===== config.mk =====
export PLATFORM = sky130hd
export DESIGN_NAME = extend_arbiter
export DESIGN_NICKNAME = d
export VERILOG_FILES = /design/src/rtl/extend_arbiter.sv
export SDC_FILE = /design/constraint.sdc
export NUM_CORES = 1
export LEC_CHECK = 0
export CELL_PAD_IN_SITES_DETAIL_PLACEMENT = 0
export CELL_PAD_IN_SITES_GLOBAL_PLACEMENT = 1
export CORE_AREA = 2 2 98 100
export DETAILED_ROUTE_END_ITERATION = 7
export DIE_AREA = 0 0 100 102
export GPL_TIMING_DRIVEN = 0
export PLACE_DENSITY = 0.9
export SLEW_MARGIN = 30
export SYNTH_ARGS = -nofsm -noshare
export SYNTH_HDL_FRONTEND = slang
export SYNTH_HIERARCHICAL = 1
export SYNTH_SLANG_ARGS = --single-unit

===== constraint.sdc =====
create_clock -name clk -period 3 [get_ports clk]
set_input_delay 0.75 -clock clk [delete_from_list [all_inputs] [get_ports clk]]
set_output_delay 0.75 -clock clk [all_outputs]
set_load 0.01 [all_outputs]

===== src/rtl/extend_arbiter.sv =====
// extend_arbiter: round-robin arbiter that shares a single 16->32-bit
// zero/sign extension unit among NREQ requesters. The granted result is
// registered, along with the winner's ID, behind a valid/ready handshake.

// Shared extension unit: zero extension when sext=0, sign extension when sext=1.
module extend (
   input  logic [15:0] a,
   input  logic        sext,
   output logic [31:0] b
);

   assign b = {{16{a[15] & sext}}, a};

endmodule

module extend_arbiter #(
   parameter int NREQ = 4,
   parameter int IDW  = 2
) (
   input  logic                 clk,
   input  logic                 rst_n,
   input  logic [NREQ-1:0]      req,
   input  logic [16*NREQ-1:0]   a_in,
   input  logic [NREQ-1:0]      sext_in,
   output logic [NREQ-1:0]      gnt,
   output logic                 out_valid,
   input  logic                 out_ready,
   output logic [31:0]          out_data,
   output logic [IDW-1:0]       out_id,
   output logic [7:0]           busy_cnt
);

   typedef enum logic {
      EMPTY = 1'b0,
      FULL  = 1'b1
   } state_t;

   state_t           state_q, state_d;
   logic [IDW-1:0]   ptr_q, ptr_d;
   logic [31:0]      data_q, data_d;
   logic [IDW-1:0]   id_q, id_d;
   logic [7:0]       busy_q, busy_d;

   logic             can_accept;
   logic             found;
   logic             grant;
   logic [IDW-1:0]   winner;
   int unsigned      idx;
   logic [15:0]      sel_a;
   logic             sel_sext;
   logic [31:0]      ext_b;

   // Round-robin search starting at ptr; the first set request bit wins.
   always_comb begin
      can_accept = (state_q == EMPTY) || out_ready;
      found      = 1'b0;
      winner     = '0;
      idx        = 0;
      for (int unsigned k = 0; k < NREQ; k++) begin
         idx = (int'(ptr_q) + k) % NREQ;
         if (!found && req[idx]) begin
            found  = 1'b1;
            winner = idx[IDW-1:0];
         end
      end
      grant = can_accept && found;
      gnt   = '0;
      // gnt is forced low while reset is asserted, independent of the flops.
      if (rst_n && grant) begin
         gnt[winner] = 1'b1;
      end
   end

   // Route the winner's immediate and mode into the shared extend unit.
   always_comb begin
      sel_a    = a_in[16*int'(winner) +: 16];
      sel_sext = sext_in[winner];
   end

   extend u_extend (
      .a    (sel_a),
      .sext (sel_sext),
      .b    (ext_b)
   );

   // Next-state logic for the result register, pointer and stall counter.
   always_comb begin
      state_d = state_q;
      ptr_d   = ptr_q;
      data_d  = data_q;
      id_d    = id_q;
      busy_d  = busy_q;

      case (state_q)
         EMPTY: begin
            if (grant) begin
               state_d = FULL;
            end
         end
         FULL: begin
            if (grant) begin
               state_d = FULL;
            end else if (out_ready) begin
               state_d = EMPTY;
            end
         end
         default: state_d = EMPTY;
      endcase

      if (grant) begin
         data_d = ext_b;
         id_d   = winner;
         ptr_d  = ((int'(winner) + 1) % NREQ) == 0 ? '0 : winner + 1'b1;
      end

      if ((|req) && !can_accept && (busy_q != 8'hFF)) begin
         busy_d = busy_q + 8'd1;
      end
   end

   // Register state with asynchronous active-low reset.
   always_ff @(posedge clk or negedge rst_n) begin
      if (!rst_n) begin
         state_q <= EMPTY;
         ptr_q   <= '0;
         data_q  <= '0;
         id_q    <= '0;
         busy_q  <= '0;
      end else begin
         state_q <= state_d;
         ptr_q   <= ptr_d;
         data_q  <= data_d;
         id_q    <= id_d;
         busy_q  <= busy_d;
      end
   end

   assign out_valid = (state_q == FULL);
   assign out_data  = data_q;
   assign out_id    = id_q;
   assign busy_cnt  = busy_q;

endmodule


Word-level counts from Yosys, hierarchy flattened
Cells that the tools add are included.
Operators by class
  reduce and logical (&&, ||, !) cells: 16
  shift-type cells: 1
  mux-type cells: 26
  add/sub/neg operators: 6
  equal/unequal tests: 1
  bitwise gates (word level): 3
  order comparisons: 6
Operators with widths (count)
  $shiftx A64 B7 Y16: 1
  $logic_not A32 Y1: 1
  $lt A2 B3 Y1 const B: 5
  $mux W1: 13
  $bmux W1 S2: 5
  $mux W2: 5
  $add A8 B1 Y8 const B: 1
  $logic_and A1 B1 Y1: 8
  $ne A8 B8 Y1 const B: 1
  $add A2 B1 Y2 const B: 3
  $add A2 B2 Y2 const B: 2
  $logic_not A1 Y1: 4
  $mux W4: 1
  $reduce_or A4 Y1: 1
  $demux W1 S2: 1
  $ge A2 B1 Y1 const B: 1
  $pmux W1 S2: 1
  $reduce_or A2 Y1: 1
  $and A1 B1 Y1: 1
  $and A1 B1 Y1 const A: 1
  $logic_or A1 B1 Y1: 1
  $not A1 Y1: 1
Word-level totals
  bits of input ports: 75
  logic and storage cells: 64
  bits in registers: 30
  output and inout bits: 47

Longest topological paths before layout
  word-level depth: 17
  mapped depth: 11

Cells and area by module
The synthesis kept the hierarchy.
Modules (own cells, without submodules)
  extend_arbiter: area an instance 2464.9 um2, times used 1, cells each 271, seq. area each 1126.1 um2
  extend: area an instance 239.0 um2, times used 1, cells each 32, seq. area each 0.0 um2

Worst setup path before layout
OpenSTA, ideal clock, no wires.
  path kind: input to output
  start point: input port req[2]
  end point: output port gnt[3]
  data arrival time: 1.959 ns
  slack: 0.291 ns
  required time: 2.250 ns
  buffers on the path: 1
  stages: 7
  path through: nor2b_1 a21o_1 a21oi_1 nor2b_1 buf_2 ha_1 and3_1
Between the ends
  longest elaborated chain between the ends: 17
Ends and longest elaborated chain
  start, declared: line 22  | input logic [NREQ-1:0] req,
  $bmux W1 S2: line 61  | if (!found && req[idx]) begin
  $mux W1 (not written as such): line 61
  $mux W1: line 61
  $logic_not A1 Y1: line 61
  $logic_and A1 B1 Y1: line 61
  $mux W1: line 61
  $logic_not A1 Y1: line 61
  $logic_and A1 B1 Y1: line 61
  $mux W1: line 61
  $logic_not A1 Y1: line 61
  $logic_and A1 B1 Y1: line 61
  $mux W2: line 61
  $lt A2 B3 Y1 (not written as such) or $ge A2 B1 Y1 (tied branches): line 70  | gnt[winner] = 1'b1;
  $logic_and A1 B1 Y1 (not written as such): line 70
  $mux W1 (not written as such): line 70
  $demux W1 S2: line 70
  $mux W4 (*): line 69  | if (rst_n && grant) begin
  end, declared: line 25  | output logic [NREQ-1:0] gnt,
Mark *: on every way between the ends. The rest lies on a longest branch, timed or not. The select of a mux whose other input is x is not followed.

Final worst setup path
  start point: input port req[2]
  end point: output port gnt[1]
Same word-level chain as after synthesis.

==> impl_summary.log <==
INFO  metric outcome = complete, no violations
INFO  metric achievable-frequency = 0.342 GHz
INFO  metric unrepaired_setup_endpoints_after_global_routing = no
INFO  metric max_stage_delay = 0.39 ns
INFO  metric share_comb_of_total_power = 0.574
INFO  metric path_delay_family = buffers and inverters
INFO  metric p_sw = 1130 uW
INFO  metric cts_tree = done
INFO  metric cp.buffers_inverters = 4
INFO  metric net_switching_share_of_the_total_power = 0.349
INFO  metric fin_util = 0.461
INFO  metric period_share = 0.975
INFO  metric setup_total_neg_slack = 0 ns
INFO  metric grt_first_pass_wirelength = 12000 um
INFO  metric antenna_cells = 0
INFO  metric multi_input_area = 0.00129 mm^2
INFO  metric final-max-slew-violation-count = 0
INFO  metric layout_commonest_cell = sky130_fd_sc_hd__clkdlybuf4s50_1
INFO  metric grt_start_max_net_pins = 48
INFO  metric cts_made_buffers = 5
INFO  metric synth.ff_latch_count = 45
INFO  metric synth-seq-area-share = 0.416
INFO  metric vdd_drop_max = 0.000245 V
INFO  metric clockRootBuffer = sky130_fd_sc_hd__clkbuf_8
INFO  metric place_inst = 535
INFO  metric vias_in_the_first_global_route = 2529
INFO  metric critPathMaxFanout = 10
INFO  metric crit_required = 2.25 ns
INFO  metric io_pins = 122
INFO  metric syn-instance-count = 303
INFO  metric drt-wirelength-per-cell = 13.4 um
INFO  metric area.sequential = 0.00113 mm^2
INFO  metric slowest_stage_cell_on_the_critical_path = sky130_fd_sc_hd__o32a_1
INFO  metric clk_pin_slew = 0.08 ns
INFO  metric internal_power = 2110 uW
INFO  metric maxSlewHeadroom = 0.603
INFO  metric route.detailed.vias_per_inst = 4.46
INFO  metric die_w = 100 um
INFO  metric ys_warn_count = 6
INFO  metric ctsHoldBuffers = 0
INFO  metric post_layout_nonfiller_instances = 547
INFO  metric fp-row-count = 35
INFO  metric place.gp.congestion = 0.725
INFO  metric postSynthNetCount = 380
INFO  metric smallest_setup_slack_after_layout = 0.0757 ns
INFO  metric vias = 2437
INFO  metric criticalPathCategory = input port to output port
INFO  metric crit_path_frequent_cell = sky130_fd_sc_hd__buf_12
INFO  metric final_layout_size_suffix_gt1_frac = 0.156
INFO  metric floorplan.die.height = 102 um
INFO  metric clock_path_buffers = 2
INFO  metric grt_overflow = 0
INFO  metric max_cap_violations = 0
INFO  metric firstDrtPassIters = 4
INFO  metric p_seq_frac = 0.314
INFO  metric antenna_found_initial = 0
INFO  metric timing.final.crit_period = 2.92 ns
INFO  metric detail_route.drc_violations = 0
INFO  metric setup_violations = 0
INFO  metric fp.coreArea = 0.00911 mm^2
INFO  metric finalHoldViolations = 0
INFO  metric initial_core_util = 0.297
INFO  metric detail_route.wirelength = 7340 um
INFO  metric skew = 0.00760 ns
INFO  metric insertion_delay = 0.30 ns
INFO  metric fillCellCount = 908
INFO  metric crit_path_start_kind = input port
INFO  metric critical_path.cell_chain = buf_2 > nor2b_2 > o32a_1 > buf_12 > buf_12 > nor3b_2 > dlygate4sd2_1
INFO  metric drt-initial-drc-count = 39
INFO  metric synth_cell_types = 32
INFO  metric kind_of_end_point_of_the_critical_path = output port
INFO  metric grt_util_all_layers = 0.150
INFO  metric area_delta_synth_final = 55.3%
INFO  metric dpl.hpwl = 5530 um
INFO  metric post-place-ws = -0.930 ns
INFO  metric post_synth.cell_area_avg = 8.92 um^2
INFO  metric fin_nets = 512
INFO  metric final_cell_mix = 112 x sky130_fd_sc_hd__clkdlybuf4s50_1, 111 x sky130_fd_sc_hd__nand2_1, 52 x sky130_fd_sc_hd__mux2i_1
INFO  metric htreeDepth = 2
INFO  metric worstHoldPathType = input port to asynchronous set/reset pin
INFO  metric critical_path_arrival = 2.17 ns
INFO  metric max_slew.worst_pin.slew = 0.595 ns
INFO  metric power.leakage = 0.00206 uW
INFO  metric syn-cell-area = 0.00270 mm^2
INFO  metric drtAntennaViolNets = 0
INFO  metric placement.io_buffers = 121
INFO  metric share_of_total_power_in_the_clock_network = 0.112
INFO  metric dieArea = 0.0102 mm^2
INFO  metric cts_num_sinks = 45
INFO  metric power.density = 772 mW/mm^2
==> sequential cells by signal, indices dropped and copies added (netlist names) <==
| register | flops |
|---|---|
| out_valid | 1 |
| busy_cnt | 8 |
| ptr_q | 2 |
| out_id | 2 |
| out_data | 32 |
==> worst reg2reg max path, delay by kind of cell (launching register included) <==
kind | cells | cell delay [ns]
flops | 1 | 0.42
compound gates | 1 | 0.23
mux | 2 | 0.31
buf+inv | 3 | 0.52
simple gates | 5 | 0.82
==> cell usage after synthesis, drive strengths merged <==
master  count  area (um^2)
nor2        5         18.8
or4         1         7.51
a41oi       1         8.76
nor4        1         6.26
nor3        3         15.0
dfrtp      45         1130
o21a        1         7.51
a21o        1         7.51
nor3b       2         20.0
nor2b       4         25.0
xor2        2         17.5
o32a        1         10.0
and2b       1         7.51
and3        1         6.26
inv         3         11.3
nand3       5         25.0
buf        41          300
nand4       2         12.5
a21oi       4         20.0
clkbuf      3         11.3
nand2     111          417
mux2i      52          521
mux2        2         22.5
nand2b      3         18.8
and2        1         6.26
a31oi       1         6.26
xnor2       1         8.76
o21ai       3         15.0
ha          2         25.0
==> path summary, 6_finish.rpt <==
check,depth (start not counted),slack (ns),start,end
setup / recovery,7,0.08,req[2],gnt[1]
hold / removal,1,0.46,rst_n,busy_cnt[4]$_DFFE_PN0P_
setup reg to reg,11,0.64,ptr_q[0]$_DFFE_PN0P_,out_data[23]$_DFFE_PN0P_
hold reg to reg,2,0.48,out_data[26]$_DFFE_PN0P_,out_data[26]$_DFFE_PN0P_
max in group asynchronous,1,2.15,rst_n,out_data[31]$_DFFE_PN0P_
min in group clk,2,0.48,out_data[26]$_DFFE_PN0P_,out_data[26]$_DFFE_PN0P_
==> layer usage <==
layer  share of wire  global-route usage  vias to the layer above  wire (um)
li1                -                   -                     1230          -
met1            0.39               0.167                     1115       2890
met2            0.53               0.287                       87       3880
met3           0.070              0.0438                        5        517
met4          0.0075              0.0285                        0         55
met5               0                   0                        -          0
==> logic make-up after synthesis <==
logic type	share of synthesized area
AO/OA/AOI/OAI	0.0278
multiplexers	0.201
AND/OR/NAND/NOR	0.217
buffers and inverters	0.119
XOR/XNOR	0.00972
adder cells (fa/ha/maj)	0.00925
flip-flops	0.416
==> through the flow <==
| stage | total power [uW] | area [um^2] | hold slack (ns) |
|---|---|---|---|
| 6_report | 3240 | 4200 | 0.459 |
| 5_1_grt | 3510 | 4200 | 0.501 |
| 4_1_cts | 3300 | 4210 | 0.474 |
| 3_5_place_dp | 2850 | 4050 | 0.462 |
| 3_3_place_gp | 2820 | 4050 | 0.457 |
| 2_1_floorplan | 2060 | 2700 | 0.454 |
==> layout make-up <==
cell class	instances	share of cell area
Sequential cell	45	0.268
Buffer	43	0.0787
Tap cell	111	0.0331
Timing Repair Buffer	126	0.290
Clock inverter	2	0.00238
Clock buffer	6	0.0173
Inverter	3	0.00268
Multi-Input combinational cell	211	0.308
==> power groups by stage <==
stage,combinational [uW],sequential [uW],clock (uW)
floorplan,947,1110,0
global placement,1800,1020,0
detailed placement,1820,1030,0
CTS,1890,1020,381
global route,2040,1060,404
finish,1860,1020,363
==> what timing repair did <==
item                       4_1_cts  5_1_grt
setup endpoints to repair       20       19
gates resized for setup         34        4
pin swaps                        2        2
buffers inserted                 5        0
Power figures use the tool's default switching activity.
==> edit 1 (same flow settings) <==
`data_q` no longer has a reset.
--- a/src/rtl/extend_arbiter.sv
+++ b/src/rtl/extend_arbiter.sv
@@ -123,16 +123,18 @@
       if (!rst_n) begin
          state_q <= EMPTY;
          ptr_q   <= '0;
-         data_q  <= '0;
          id_q    <= '0;
          busy_q  <= '0;
       end else begin
          state_q <= state_d;
          ptr_q   <= ptr_d;
-         data_q  <= data_d;
          id_q    <= id_d;
          busy_q  <= busy_d;
       end
+   end
+
+   always_ff @(posedge clk) begin
+      data_q <= data_d;
    end
 
    assign out_valid = (state_q == FULL);
Check against the original RTL: not equivalent (a bounded check fails within 4 cycles, from zero or initial values and one cycle with rst_n low).
==> edit 1 against the unedited design <==
Maximum frequency down 0.45%. Via count down 20%. Power up 1.1%. Area after synthesis down 8.1%. Sequential cell count unchanged. Cell area down 0.42%. Clock power up 49%. Utilization down 0.19 points. Setup slack worse by 13 ps. Global-route usage down 2.9 points. Routed wire length down 16%. Clock skew down 1.7 ps.
==> edit 1: results (changes against the unedited design) <==
metric;value;unit;change
proportion of synthesized chip area in sequential cells;51.7;%;+10 points
compound-gate portion of the synthesized area;2.72;%;-0.059 points
hpwl dp;4730;microns;-14%
syn nets;270;;-29%
Post-synth EDFFs;32;;+32
worst hold start;out_id[0]$_DFFE_PN0P_;;
yosys warns;6;;unchanged
largest net degree at the start of global routing;19;;-60%
Critical Path Slowest Stage Cell;clkdlybuf4s50_1;;
CP max stage delay;470;ps;+80 ps
outcome;completed;;
hold path endpoint;out_id[0]$_DFFE_PN0P_;;
fraction of registers with async set/reset;28.9;%;-71 points
# diodes;0;;unchanged
Hold Crit Class;reg2reg;;
XOR/XNOR share of the synthesized area;1.41;%;+0.44 points
commonest cells in the netlist;mux2i_1, buf_4, edfxtp_1;;
worst-case clock buffer depth;2;;unchanged
clock tree root buffer cell;clkbuf_8;;
reg2reg end;out_data[27]$_DFFE_PP_;;
crit path max fanout;3;;-7
Cell variety after synth;27;;-16%
initial antenna violation count;0;;unchanged
layout cells sized above 1;24.6;%;+9.0 points
H-tree level count;2;;unchanged
r2r setup slk;660;ps;+20 ps
Max VDD drop;0.000321;V;+31%
clk slew on worst S/H paths;80;ps;about the same
worst path arrival time;2190;ps;+20 ps
worst-skew pair later-pin latency;290;ps;
Largest delay share family, worst path;buffers and inverters;;
Leak;0.00176;uW;-15%
Post-Synth Adder-Cell Area;1.01;%;+0.081 points
multiplexer share of the synthesized area;23.2;%;+3.1 points
worst r2r path cells;9;;-2
Hold Slack;514;ps;+55.4 ps
via count;1949;;-20%
Synth area leaders;edfxtp_1, mux2i_1, dfrtp_1;;
Max Cap Violations;0;;unchanged
GP Congestion;0.748;;+3.2%
initial drt markers;30;;-23%
Main synth FF type;edfxtp_1;;
vias in the first global route;2009;;-21%
Worst Hold Path Cells;1;;
drt first pass iters;4;;unchanged
Slew headroom;56.3;%;-4.0 points
Worst Setup Slack post-DPL;-997;ps;-67.1 ps
first-pass GRT wire length;9570;microns;-21%
RR Startpoint;ptr_q[0]$_DFFE_PN0P_;;
final net count;410;;-20%
final WL;6170;microns;-16%
GR Util All Layers;12.2;%;-2.9 points
fill cell count;879;;-3.2%
CTS buffer count;5;;unchanged
max-slew violations;0;;unchanged
clk_skew;5.90;ps;-1.70 ps
IO Port Bufs;121;;unchanged
Crit. Startpoint;out_ready;;
==> edit 1: worst register-to-register path, stage by stage, from the launching register on <==
cell and delay (ps):
dfrtp_1 480, nor2b_4 70, nor2_1 180, a2bb2oi_4 180, buf_6 120, buf_4 210, mux2i_1 220, mux2i_1 110
and2_1 330, buf_4 210
==> edit 1: metrics by stage <==
step / cells / instance area [sq um]
2_1_floorplan: 193 / 2490
3_3_place_gp: 425 / 3840
3_5_place_dp: 426 / 3870
4_1_cts: 445 / 4170
5_1_grt: 445 / 4180
6_report: 445 / 4180
==> edit 1: report_power, final <==
| part | total [uW] | switching (uW) | internal, uW | leakage (uW) |
|---|---|---|---|---|
| logic | 1680 | 632 | 1050 | 0.00122 |
| registers | 1050 | 125 | 930 | 0.000469 |
| clock network | 541 | 210 | 331 | 0.0000681 |
| total | 3280 | 967 | 2310 | 0.00176 |
==> edit 1: logic make-up after synthesis <==
| family | after synthesis |
|---|---|
| xor gates and xnor gates | 4 |
| adders and majority gates | 2 |
| DFF | 45 |
| muxes | 57 |
| buffers and inverters | 39 |
| AOI/OAI and AO/OA | 10 |
| and+or+nand+nor | 36 |
==> edit 1: cell type report <==
type	count	share of cell area, %
repair buffers	133	32.0
flip-flops and latches	45	30.8
multi-input cells	109	23.5
plain buffers	36	6.94
well taps	111	3.32
clock buffers	5	1.65
clock inverters	3	1.56
inverters	3	0.269
==> edit 1: worst max-delay path by stage <==
stage	end	slack (ps)	cells past startpoint
floorplan	gnt[1]	190	4
global placement	gnt[1]	-1220	6
detailed placement	gnt[1]	-1000	7
CTS	gnt[1]	20	7
global route	gnt[0]	9	7
finish	gnt[2]	60	7
==> edit 1: repair_timing <==
| item | 4_1_cts | 5_1_grt |
|---|---|---|
| cloned | 1 | 0 |
| setup endpoints to repair | 4 | 4 |
| gates resized for setup | 40 | 7 |
| pin swaps | 6 | 5 |
| buffers inserted | 10 | 0 |
==> edit 1: routing by layer <==
layer | wire length [microns] | track usage (%) | vias up
li1 | - | - | 945
met5 | 0 | 0 | -
met2 | 3080 | 21.9 | 90
met4 | 81 | 3.58 | 0
met1 | 2460 | 13.2 | 906
met3 | 556 | 4.99 | 8
==> edit 2 (config.mk and constraints unchanged) <==
Without the edit above. Change the parameter `NREQ` from 4 to 5.
--- a/src/rtl/extend_arbiter.sv
+++ b/src/rtl/extend_arbiter.sv
@@ -14,7 +14,7 @@
 endmodule
 
 module extend_arbiter #(
-   parameter int NREQ = 4,
+   parameter int NREQ = 5,
    parameter int IDW  = 2
 ) (
    input  logic                 clk,
Interface: changed (resized a_in, gnt, req and sext_in); port bits go from 122 to 141. The function was not compared with the original's and may differ.
==> edit 2 against the unedited design <==
The run now ends with setup timing left. Synthesized cell count is 23% lower. Non-clock buffer count is 13 higher. Sequential cell count stayed put. Register-to-register slack worse by 1300 ps. Setup slack worse by 900 ps. Area after synthesis is 11% higher. Cell area is 19% higher. Utilization is 9.0 points higher. Routed wire length is 16% higher. Highest routed layer unchanged.
Power is not compared: it rests on default switching activity, and its combinational part moved more than twofold at a synthesized area within 25%.
==> edit 2: results (changes against the unedited design) <==
metric;value;unit;change
hpwl dp;5860;microns;+6.0%
Main synth FF type;dfrtp_1;;
Max VDD drop;0.000488;V;
commonest cells in the netlist;dfrtp_1, mux2_2, buf_4;;
Leak;0.00216;uW;
yosys warns;6;;unchanged
XOR/XNOR share of the synthesized area;2.05;%;+1.1 points
GP Congestion;0.815;;+12%
outcome;complete, but fails checks;;
Largest delay share family, worst path;multiplexers;;
proportion of synthesized chip area in sequential cells;37.6;%;-4.0 points
vias in the first global route;2646;;+4.6%
vias per inst;4.90;;+10%
Hold Crit Class;in2async;;
worst-case clock buffer depth;2;;unchanged
first-pass GRT wire length;12800;microns;+6.6%
compound-gate portion of the synthesized area;6.06;%;+3.3 points
failing checks;setup timing;;
non-filler cells in the finished layout;494;;-9.7%
GR Util All Layers;16.2;%;+1.1 points
placed cells;467;;-13%
fill cell count;790;;-13%
worst path arrival time;3070;ps;+900 ps
slew of the pin with the lowest slew margin;620;ps;+25.0 ps
initial antenna violation count;0;;unchanged
# diodes;0;;unchanged
Synth area leaders;dfrtp_1, mux2_2, mux4_2;;
drt first pass iters;4;;unchanged
final net count;484;;-5.5%
PnR worst setup slack;-821;ps;-897 ps
clock tree root buffer cell;clkbuf_8;;
multiplexer share of the synthesized area;30.9;%;+11 points
Setup Viol. Count Final;36;;+36
max FFs per register;32;;unchanged
Post-Synth Adder-Cell Area;3.76;%;+2.8 points
met1 GRT Util;19.2;%;+2.5 points
Total Neg Setup Slack;-19700;ps;-19700 ps
Worst Setup Slack post-DPL;-1700;ps;-767 ps
syn nets;336;;-12%
H-tree level count;2;;unchanged
fraction of registers with async set/reset;100;%;unchanged
met2 usage in global routing;29.6;%;+0.88 points
Critical Path Slowest Stage Cell;mux4_2;;
largest net degree at the start of global routing;49;;+2.1%
clk_skew;6.09;ps;-1.51 ps
crit path max fanout;6;;-4
CP max stage delay;560;ps;+170 ps
final WL;8550;microns;+16%
placed inst area;4370;sq um;+7.9%
IO Port Bufs;122;;+0.83%
met3 Use GR;4.10;%;-0.27 points
initial drt markers;50;;+28%
layout cells sized above 1;44.4;%;+29 points
Cell variety after synth;45;;+41%
synthesized area per cell;12.8;sq um;+43%
worst-skew pair later-pin latency;290;ps;
edit 2: path summary, 6_finish.rpt:
| check | start | end | slack, ps | cells past startpoint |
|---|---|---|---|---|
| max in group asynchronous | rst_n | ptr_q[1]$_DFFE_PN0P_ | 2100 | 1 |
| min | rst_n | out_data[27]$_DFFE_PN0P_ | 460 | 1 |
| max | req[1] | gnt[3] | -820 | 11 |
| max reg2reg | ptr_q[0]$_DFFE_PN0P_ | out_data[17]$_DFFE_PN0P_ | -660 | 16 |
| min in group clk | busy_cnt[6]$_DFFE_PN0P_ | busy_cnt[6]$_DFFE_PN0P_ | 510 | 1 |
| min reg2reg | busy_cnt[6]$_DFFE_PN0P_ | busy_cnt[6]$_DFFE_PN0P_ | 510 | 1 |
edit 2: cells by family (layout without fill, tap and decap cells):
family                     count (synthesis)  in the layout
buffers and inverters                     50            198
adders and majority gates                  9              9
DFF                                       45             45
xor gates and xnor gates                   7              7
and+or+nand+nor                           40             41
muxes                                     63             63
AOI/OAI and AO/OA                         19             19
other                                      1              1
edit 2: repair_timing:
action,CTS,global route
setup buffers,23,17
pin swaps,9,5
gates cloned,2,1
resized for setup,71,55
endpoints found under the setup margin,37,37
edit 2: worst reg2reg max path, cell delays in order, from the launching register on:
cell and delay (ps):
dfrtp_2 460, inv_4 80, ha_4 330, nand2b_4 170, buf_4 120, a211oi_1 70, a311oi_2 340, nand3b_4 110
nand2b_4 170, o211ai_4 210, buf_8 150, buf_12 120, buf_12 100, mux4_2 550, and2_4 210, buf_4 140
mux2_2 260
edit 2: power breakdown:
group          internal, uW  switching [uW]  total [uW]
combinational          3480            2020        5510
clock                   250             212         463
sequential              908             189        1100
total                  4640            2430        7070
edit 2: per-layer routing:
| layer | up-vias | part of all wire [%] |
|---|---|---|
| met5 | - | 0 |
| li1 | 1122 | - |
| met4 | 0 | 0.87 |
| met1 | 1199 | 42 |
| met3 | 8 | 6.7 |
| met2 | 92 | 50 |
edit 2: layout make-up:
class / count / area, sq um / area share, %
buffer: 23 / 196 / 3.92
clock inverter: 2 / 38.8 / 0.773
multi-input combinational: 140 / 1800 / 35.8
clock buffer: 6 / 72.6 / 1.45
timing repair buffer: 159 / 1610 / 32.0
sequential: 45 / 1130 / 22.5
inverter: 8 / 37.5 / 0.748
tap: 111 / 139 / 2.77
edit 2: stage by stage:
stage	hold WS (ps)	total power, uW
5_1_grt	501	7540
6_report	456	7070
4_1_cts	473	6680
3_3_place_gp	486	5150
3_5_place_dp	495	5250
2_1_floorplan	454	4070
